===== config.mk =====
export PLATFORM = sky130hd
export DESIGN_NAME = lsu_align
export DESIGN_NICKNAME = d
export VERILOG_FILES = /design/src/rtl/lsu_defs.sv /design/src/rtl/lsu_extract.sv /design/src/rtl/lsu_align.sv
export SDC_FILE = /design/constraint.sdc
export NUM_CORES = 1
export LEC_CHECK = 0
export ABC_AREA = 0
export BUFFER_PORTS_ARGS = -buffer_cell sky130_fd_sc_hd__buf_4
export CORE_MARGIN = 10
export CORE_UTILIZATION = 48
export DETAILED_ROUTE_END_ITERATION = 16
export PLACE_DENSITY = 0.74
export SYNTH_ARGS = -nofsm -noshare
export SYNTH_HDL_FRONTEND = slang
export SYNTH_SLANG_ARGS = --single-unit
export TNS_END_PERCENT = 50

===== constraint.sdc =====
create_clock -name clk -period 2.15 [get_ports clk]
set_clock_uncertainty 0.2 [all_clocks]
set_input_delay 0.215 -clock clk [delete_from_list [all_inputs] [get_ports clk]]
set_output_delay 0.215 -clock clk [all_outputs]
set_load 0.02 [all_outputs]

===== src/rtl/lsu_defs.sv =====
// Shared load/store encodings, FSM states and access-size decode for the LSU alignment unit.
package lsu_defs;

    localparam logic [2:0] INST_LB  = 3'b000;
    localparam logic [2:0] INST_LH  = 3'b001;
    localparam logic [2:0] INST_LW  = 3'b010;
    localparam logic [2:0] INST_LD  = 3'b011;
    localparam logic [2:0] INST_LBU = 3'b100;
    localparam logic [2:0] INST_LHU = 3'b101;
    localparam logic [2:0] INST_LWU = 3'b110;
    localparam logic [2:0] INST_SB  = 3'b000;
    localparam logic [2:0] INST_SH  = 3'b001;
    localparam logic [2:0] INST_SW  = 3'b010;
    localparam logic [2:0] INST_SD  = 3'b011;

    typedef enum logic [2:0] {
        ST_IDLE,
        ST_ISSUE0,
        ST_WAIT0,
        ST_ISSUE1,
        ST_WAIT1,
        ST_RESP
    } state_t;

    function automatic logic [3:0] access_bytes(input logic [2:0] funct3);
        return 4'd1 << funct3[1:0];
    endfunction

    // Doubleword and unsigned-word forms only exist on a 64-bit datapath.
    function automatic logic funct3_legal(input logic we, input logic [2:0] funct3, input int xlen);
        if (we) begin
            return (funct3 == INST_SB) || (funct3 == INST_SH) || (funct3 == INST_SW) ||
                   ((funct3 == INST_SD) && (xlen == 64));
        end
        case (funct3)
            INST_LB, INST_LH, INST_LW, INST_LBU, INST_LHU: return 1'b1;
            INST_LD, INST_LWU:                              return xlen == 64;
            default:                                        return 1'b0;
        endcase
    endfunction

endpackage


===== src/rtl/lsu_extract.sv =====
// Load lane extraction: shifts {beat1, beat0} down by the byte offset and sign/zero-extends.
// Purely combinational; no backpressure.
module lsu_extract
    import lsu_defs::*;
#(
    parameter int XLEN = 32
) (
    input  logic [2*XLEN-1:0]          data,
    input  logic [$clog2(XLEN/8)-1:0]  offset,
    input  logic [2:0]                 funct3,
    output logic [XLEN-1:0]            result
);

    localparam int NB = XLEN / 8;

    logic [XLEN-1:0] shifted;
    logic [3:0]      nbytes;
    logic            sign;

    always_comb begin
        shifted = XLEN'(data >> {offset, 3'b000});
        nbytes  = access_bytes(funct3);
        // funct3[2] marks the unsigned load forms
        sign = 1'b0;
        for (int i = 0; i < NB; i++) begin
            if (!funct3[2] && (i + 1 == int'(nbytes))) sign = shifted[8*i+7];
        end
        result = '0;
        for (int i = 0; i < NB; i++) begin
            result[8*i +: 8] = (i < int'(nbytes)) ? shifted[8*i +: 8] : {8{sign}};
        end
    end

endmodule


===== src/rtl/lsu_align.sv =====
// Load/store alignment between EX/MEM and data memory: byte-enable stores, extended loads.
// Latency: 3 cycles single beat, 5 split (LSU_MISALIGN_EN), 1 on error; req_ready only in IDLE.
// Backpressure: mem_req held until mem_gnt, response waits on mem_rvalid.
module lsu_align
    import lsu_defs::*;
#(
    parameter int XLEN   = 32,
    parameter int ADDR_W = 32
) (
    input  logic              clk,
    input  logic              rst,
    input  logic              req_valid,
    output logic              req_ready,
    input  logic              req_we,
    input  logic [2:0]        req_funct3,
    input  logic [ADDR_W-1:0] req_addr,
    input  logic [XLEN-1:0]   req_wdata,
    input  logic [4:0]        req_rd,
    output logic              mem_req,
    output logic              mem_we,
    output logic [ADDR_W-1:0] mem_addr,
    output logic [XLEN/8-1:0] mem_be,
    output logic [XLEN-1:0]   mem_wdata,
    input  logic              mem_gnt,
    input  logic              mem_rvalid,
    input  logic [XLEN-1:0]   mem_rdata,
    output logic              rsp_valid,
    output logic [XLEN-1:0]   rsp_rdata,
    output logic [4:0]        rsp_rd,
    output logic              rsp_err
);

    localparam int NB = XLEN / 8;
    localparam int OW = $clog2(NB);
    localparam logic [2*NB-1:0]   BE_ONE  = {{(2*NB-1){1'b0}}, 1'b1};
    localparam logic [ADDR_W-1:0] NB_STEP = ADDR_W'(NB);

    state_t            state_q, state_d;
    logic              we_q;
    logic [2:0]        f3_q;
    logic [ADDR_W-1:0] addr_q;
    logic [XLEN-1:0]   wdata_q;
    logic [XLEN-1:0]   beat0_q;
    logic [XLEN-1:0]   rdata_q;
    logic [4:0]        rd_q;
    logic              err_q;

    logic              accept;
    logic              req_err;
    logic              beat1;
    logic [OW-1:0]     off;
    logic [3:0]        size;
    logic [ADDR_W-1:0] word_addr;
    logic [2*NB-1:0]   be_full;
    logic [2*XLEN-1:0] wdata_full;
    logic [2*XLEN-1:0] ext_data;
    logic [XLEN-1:0]   ext_rdata;

    assign off       = addr_q[OW-1:0];
    assign size      = access_bytes(f3_q);
    assign word_addr = {addr_q[ADDR_W-1:OW], {OW{1'b0}}};
    // Double-width shifts: the low half is beat 0, the spill-over high half is beat 1.
    assign be_full    = ((BE_ONE << size) - BE_ONE) << off;
    assign wdata_full = {{XLEN{1'b0}}, wdata_q} << {off, 3'b000};

`ifdef LSU_MISALIGN_EN
    logic cross_q;
    assign cross_q = (int'(off) + int'(size)) > NB;
    assign req_err = !funct3_legal(req_we, req_funct3, XLEN);
`else
    logic req_cross;
    assign req_cross = (int'(req_addr[OW-1:0]) + int'(access_bytes(req_funct3))) > NB;
    assign req_err   = !funct3_legal(req_we, req_funct3, XLEN) || req_cross;
`endif

    assign req_ready = (state_q == ST_IDLE);
    assign accept    = req_valid && req_ready;

    always_comb begin
        state_d = state_q;
        case (state_q)
            ST_IDLE:   if (req_valid) state_d = req_err ? ST_RESP : ST_ISSUE0;
            ST_ISSUE0: if (mem_gnt) state_d = ST_WAIT0;
`ifdef LSU_MISALIGN_EN
            ST_WAIT0:  if (mem_rvalid) state_d = cross_q ? ST_ISSUE1 : ST_RESP;
            ST_ISSUE1: if (mem_gnt) state_d = ST_WAIT1;
            ST_WAIT1:  if (mem_rvalid) state_d = ST_RESP;
`else
            ST_WAIT0:  if (mem_rvalid) state_d = ST_RESP;
`endif
            ST_RESP:   state_d = ST_IDLE;
            default:   state_d = ST_IDLE;
        endcase
    end

    assign ext_data = (state_q == ST_WAIT1) ? {mem_rdata, beat0_q} : {{XLEN{1'b0}}, mem_rdata};

    lsu_extract #(.XLEN(XLEN)) u_extract (
        .data   (ext_data),
        .offset (off),
        .funct3 (f3_q),
        .result (ext_rdata)
    );

    always_ff @(posedge clk) begin
        if (rst) begin
            state_q <= ST_IDLE;
            we_q    <= 1'b0;
            f3_q    <= '0;
            addr_q  <= '0;
            wdata_q <= '0;
            rd_q    <= '0;
            err_q   <= 1'b0;
            beat0_q <= '0;
            rdata_q <= '0;
        end else begin
            state_q <= state_d;
            if (accept) begin
                we_q    <= req_we;
                f3_q    <= req_funct3;
                addr_q  <= req_addr;
                wdata_q <= req_wdata;
                rd_q    <= req_rd;
                err_q   <= req_err;
                rdata_q <= '0;
            end
            if (state_q == ST_WAIT0 && mem_rvalid) beat0_q <= mem_rdata;
            if (state_d == ST_RESP && state_q != ST_IDLE) rdata_q <= we_q ? '0 : ext_rdata;
        end
    end

    // Memory-side fields are zeroed whenever no request is outstanding.
    assign mem_req   = (state_q == ST_ISSUE0) || (state_q == ST_ISSUE1);
    assign beat1     = (state_q == ST_ISSUE1);
    assign mem_we    = mem_req && we_q;
    assign mem_addr  = !mem_req ? '0 : (beat1 ? word_addr + NB_STEP : word_addr);
    assign mem_be    = !mem_req ? '0 : (beat1 ? be_full[2*NB-1:NB] : be_full[NB-1:0]);
    assign mem_wdata = !mem_req ? '0 : (beat1 ? wdata_full[2*XLEN-1:XLEN] : wdata_full[XLEN-1:0]);

    assign rsp_valid = (state_q == ST_RESP);
    assign rsp_rdata = rsp_valid ? rdata_q : '0;
    assign rsp_rd    = rsp_valid ? rd_q : '0;
    assign rsp_err   = rsp_valid && err_q;

endmodule

==> Word-level counts from Yosys, hierarchy flattened <==
Cells that the tools add are included.
{ "word_totals": {"ff_bits": 141, "latch_bits": 0, "mem_bits_rw": 0, "mem_bits_ro": 0, "in_bits": 110, "output_inout_bits": 110, "memories": 0} }
{ "classes": {"add_sub_neg": 3, "multipliers": 0, "div_mod_pow": 0, "order_cmp": 5, "eq_ne": 14, "shifts": 6, "n_mux": 29, "bitwise": 0, "reduce_logical": 20} }
{ "op_table": {"columns": ["cell", "n"], "rows": [
  ["$mux 32", 8],
  ["$mux 64", 1],
  ["$shl 32x5->64", 1],
  ["$shr 64x5->32", 1],
  ["$add 32x3->32 const B", 1],
  ["$mux 8", 4],
  ["$eq 3x3->1 const B", 5],
  ["$mux 3", 4],
  ["$eq 3x2->1 const B", 3],
  ["$logic_and 1x1->1", 9],
  ["$pmux 3 s3", 1],
  ["$eq 3x4->1 const A", 2],
  ["$lt 1x4->1 const A", 2],
  ["$lt 2x4->1 const A", 2],
  ["$mux 1", 8],
  ["$mux 4", 2],
  ["$shl 1x2->4 const A", 2],
  ["$shl 1x4->8 const A", 1],
  ["$shl 8x2->8", 1],
  ["$sub 8x1->8 const B", 1],
  ["$eq 3x1->1 const B", 2],
  ["$logic_not 3->1", 2],
  ["$add 2x4->5", 1],
  ["$gt 5x3->1 const B", 1],
  ["other kinds (8)", 12]
]} }

==> Longest topological paths before layout <==
{ "depth": {"word_depth": 13, "mapped_depth": 8} }

==> Modules after synthesis <==
From an unflattened synthesis, not the netlist that was laid out.
{ "unflattened": {"cells_unflattened": 1110, "area_unflattened_um2": 8683.3} }
{ "modules_own_cells": {"columns": ["mod", "n_inst", "cells_each", "area_per_inst_um2", "seq_area_each_um2"], "rows": [
  ["lsu_align", 1, 1011, 7632.3, 2822.7],
  ["lsu_extract", 1, 99, 1051.0, 0.0]
]} }

==> Worst setup path after synthesis <==
No wires, ideal clock.
{ "synth_timing": {"kind": "reg-to-output", "from": "register addr_q[0]", "to": "output mem_be[1]", "arrival_ns": 2.224, "required_time_ns": 1.735, "slack_ns": -0.489, "stages_incl_launch_ff": 7, "n_path_buf": 2, "cell_sequence": "dfxtp_1 inv_1 clkbuf_1 clkbuf_1 nand2_1 a21oi_1 a2111oi_0"} }
{ "synth_between": {"elab_chain_len": 3} }
{ "synth_rtl": {"columns": ["item", "line", "rtl"], "rows": [
  ["from (decl)", "lsu_align.sv:41", "logic [ADDR_W-1:0] addr_q;"],
  ["from (signal assigned)", "lsu_align.sv:121", "addr_q <= req_addr;"],
  ["$shl 8x2->8", "lsu_align.sv:63", "assign be_full = ((BE_ONE << size) - BE_ONE) << off;"],
  ["$mux 4 (2 in a row)", "lsu_align.sv:137", "assign mem_be = !mem_req ? '0 : (beat1 ? be_full[2*NB-1:NB] : be_full[NB-1:0]);"],
  ["to (decl)", "lsu_align.sv:22", "output logic [XLEN/8-1:0] mem_be,"]
]} }
Every way passes these cells.

==> Final worst setup path <==
{ "layout_timing": {"from": "register addr_q[10]", "to": "output mem_addr[27]"} }
{ "layout_between": {"elab_chain_len": 3} }
{ "layout_rtl": {"columns": ["item", "line", "rtl"], "rows": [
  ["$add 32x3->32", "lsu_align.sv:136", "assign mem_addr = !mem_req ? '0 : (beat1 ? word_addr + NB_STEP : word_addr);"],
  ["$mux 32 (2 in a row)", "lsu_align.sv:136", null],
  ["to (decl)", "lsu_align.sv:21", "output logic [ADDR_W-1:0] mem_addr,"]
]} }
Every way passes these cells.

==> results.json <==
{
  "status": "finished with violations",
  "violated_checks": "negative setup slack",
  "final-setup-viol-count": 207,
  "final.fill_count": 700,
  "drcViolationCount": 0,
  "cp.buffers_inverters": 1,
  "setup_repair_after_global_routing_missed_its_margin": "true",
  "post_drt_wl_per_cell_um": 25.0,
  "max_transition_viols_final": 0,
  "worst_hold_path_type": "in -> reg",
  "post-route-worst-setup-slack_ns": -0.841,
  "hold-path-cell-count": 5,
  "clkTransAtPathRegs_ns": 0.07,
  "worst-endpoint-arrival_ns": 2.58,
  "dp_slack_ns": -0.245,
  "synth_edf_count": 0,
  "timing.final.crit_period_ns": 2.99,
  "pin_count": 220,
  "path_max_fanout": 4,
  "chipHeight_um": 150,
  "end_kind": "primary output",
  "design.die.area_sq_mm": 0.0225,
  "rr_startpoint": "state_q[1]",
  "dpl.hpwl_mm": 20.7,
  "worstSetupPathType": "reg -> out",
  "maxCapViolations": 0,
  "drt.antenna.violating_nets": 0,
  "critical_path_launch_point_type": "flop",
  "grt_first_pass_wirelength_mm": 58.8,
  "most_frequent_standard_cell_in_the_layout_excluding_fill_and_tap_cells": "sky130_fd_sc_hd__nand2_1",
  "layout.nets": 1637,
  "yosys_register_bits": 141,
  "pwr_density_cell_mw_per_mm2": 571,
  "crit_path_cell_trace": "nand4_1 -> or4_4 -> or3_4 -> o211ai_1 -> o31ai_4 -> buf_6",
  "dominantRegCellSynth": "sky130_fd_sc_hd__dfxtp_1",
  "worst-path-stages": 6,
  "cp.required_ns": 1.74,
  "slew_headroom_pct": 41.8,
  "dr.first_iter.drc_count": 1556,
  "cts_tree": "done",
  "synthDistinctLibCells": 60,
  "crit_family": "simple AND/OR/NAND/NOR gates",
  "reg2reg_depth": 11,
  "grt_util_all_layers_pct": 32.5,
  "finalCritPeriodShare_pct": 139,
  "final_hold_viol_count": 0,
  "place.port_buffers": 217,
  "irDropWorstVdd_v": 0.000646,
  "critical_path.slowest_cell": "sky130_fd_sc_hd__or4_4",
  "numCtsBuffers": 17,
  "grt_start_max_net_pins": 75,
  "worstSkewPairLatency_ns": 0.45,
  "grt_antenna_before_repair": 1,
  "worstHoldStart": "req_valid",
  "hold_path_end": "rd_q[1]",
  "fin_total_pwr_mw": 8.38,
  "power.leakage_nw": 5.99,
  "syn_area_per_cell_sq_um": 7.40,
  "clockBufferDepth": 2,
  "placement_rows": 47,
  "h-tree-depth": 4,
  "tightest_slew_ns": 0.873,
  "netlist_area_sq_mm": 0.00811,
  "cts_sinks": 141,
  "finalWeightedCongestion": 0.908,
  "startpoint": "addr_q[10]",
  "share_of_layout_cells_above_drive_strength_1_pct": 40.2,
  "fin_tns_setup_ns": -61.92,
  "dieWidth_um": 150,
  "via_count": 11324,
  "yosysWarningCount": 0,
  "design.core.area_sq_mm": 0.0166,
  "wl_mm": 44.0,
  "netlist_instances": 1096,
  "drtPass1Iterations": 7,
  "via_count_of_the_first_global_routing_pass": 10553,
  "yosysSeqAreaShare_pct": 34.8,
  "effective_utilization_at_floorplan_pct": 48.9,
  "layout_common_cells": "sky130_fd_sc_hd__nand2_1, sky130_fd_sc_hd__buf_4, sky130_fd_sc_hd__a21oi_1",
  "globalRouteOverflowTotal": 0,
  "crit-reg2reg-capture": "rdata_q[22]",
  "reg2reg_setup_slack_ns": -0.61,
  "peak_freq_mhz": 334,
  "viasPerCell": 6.45,
  "cts.root.buffer_cell": "sky130_fd_sc_hd__clkbuf_16",
  "timing.critical_path.slowest_cell_delay_ns": 0.62,
  "antenna_cells_inserted": 0,
  "syn_to_final_growth_pct": 81.0,
  "async_reset_ff_share_pct": 0
}
-- where the power goes --
part	leakage (nW)	switching, mW	internal (mW)	total (mW)
registers	1.15	0.152	2.75	2.90
clock network	0.261	1.30	1.66	2.96
logic	4.58	1.38	1.15	2.52
-- stage by stage --
step,cells,util [%],hold WS [ns],cell area (sq um)
CTS,1744,85.4,0.149,14200
finish,1756,88.5,0.144,14700
detailed placement,1559,65.3,0.244,10800
global placement,1559,65.3,0.231,10800
floorplan,1097,-,0.143,8290
global route,1756,88.5,0.180,14700
-- cells by family (layout without fill, tap and decap cells) --
kind of cell	after synthesis	after routing	synth area share [%]
mux	78	78	9.66
xor+xnor	18	18	1.95
flops	141	141	34.8
compound gates	291	291	22.2
buf+inv	100	539	5.03
simple gates	463	463	25.6
other cells	1	2	0.0463
fa+ha+maj	4	4	0.710
-- per-layer routing --
layer | share of wire [%] | track usage, % | vias to the layer above | wire length [um]
met5 | 0 | 0 | - | 0
met4 | 7.7 | 16.1 | 0 | 3410
met3 | 12 | 7.40 | 347 | 5250
met2 | 46 | 53.7 | 1072 | 20100
met1 | 35 | 39.1 | 5223 | 15200
li1 | - | - | 4682 | -
-- area by class of cell --
type                    instances  area, sq um  area share, %
multi-input cells             856         6110           41.6
flip-flops and latches        141         2840           19.4
clock inverters                12          115          0.785
clock buffers                  20          457           3.11
well taps                     220          275           1.88
inverters                       9         48.8          0.333
repair buffers                498         4820           32.9
-- worst reg2reg max path, stage by stage, from the launching register on --
cell	delay [ns]
sky130_fd_sc_hd__dfxtp_2	0.35
sky130_fd_sc_hd__buf_6	0.12
sky130_fd_sc_hd__buf_6	0.11
sky130_fd_sc_hd__buf_6	0.11
sky130_fd_sc_hd__buf_8	0.13
sky130_fd_sc_hd__nor3b_4	0.37
sky130_fd_sc_hd__o221ai_2	0.28
sky130_fd_sc_hd__a2111oi_2	0.44
sky130_fd_sc_hd__o2111ai_2	0.17
sky130_fd_sc_hd__buf_4	0.19
sky130_fd_sc_hd__clkbuf_16	0.16
sky130_fd_sc_hd__nand2_1	0.06
-- registers in the layout, indices dropped and copies added (netlist names) --
signal / flops
f3_q: 3
state_q: 3
err_q: 1
addr_q: 32
rd_q: 5
beat0_q: 32
we_q: 1
wdata_q: 32
rdata_q: 32
-- cell usage after synthesis (all sizes together) (10+ instances only) --
library cell,count,share of area (%)
buf,29,1.7
clkbuf,62,2.9
nor2,51,2.4
o21ai,37,2.4
nor3,14,0.93
o22ai,16,1.2
dfxtp,141,35
a211oi,12,1.2
a32oi,16,1.7
a22oi,17,1.6
and2,49,3.8
a21oi,151,9.5
o211ai,10,0.93
xnor2,10,1.1
nand2,288,13
or3,13,1.0
mux2i,76,9.4
-- worst max path at each step --
stage and endpoint:
2_1_floorplan mem_addr[12], 3_3_place_gp mem_addr[27], 3_5_place_dp mem_addr[27], 4_1_cts mem_addr[27], 5_1_grt mem_addr[27], 6_report mem_addr[27]
-- timing repair --
item	in CTS	in global routing
hold buffers	108	0
cloned	8	0
setup endpoints to repair	139	146
pin swaps	41	53
resized for setup	268	109
endpoints found under the hold margin	115	0
setup buffers	39	22
No activity file was read; power rests on OpenSTA's default activity.
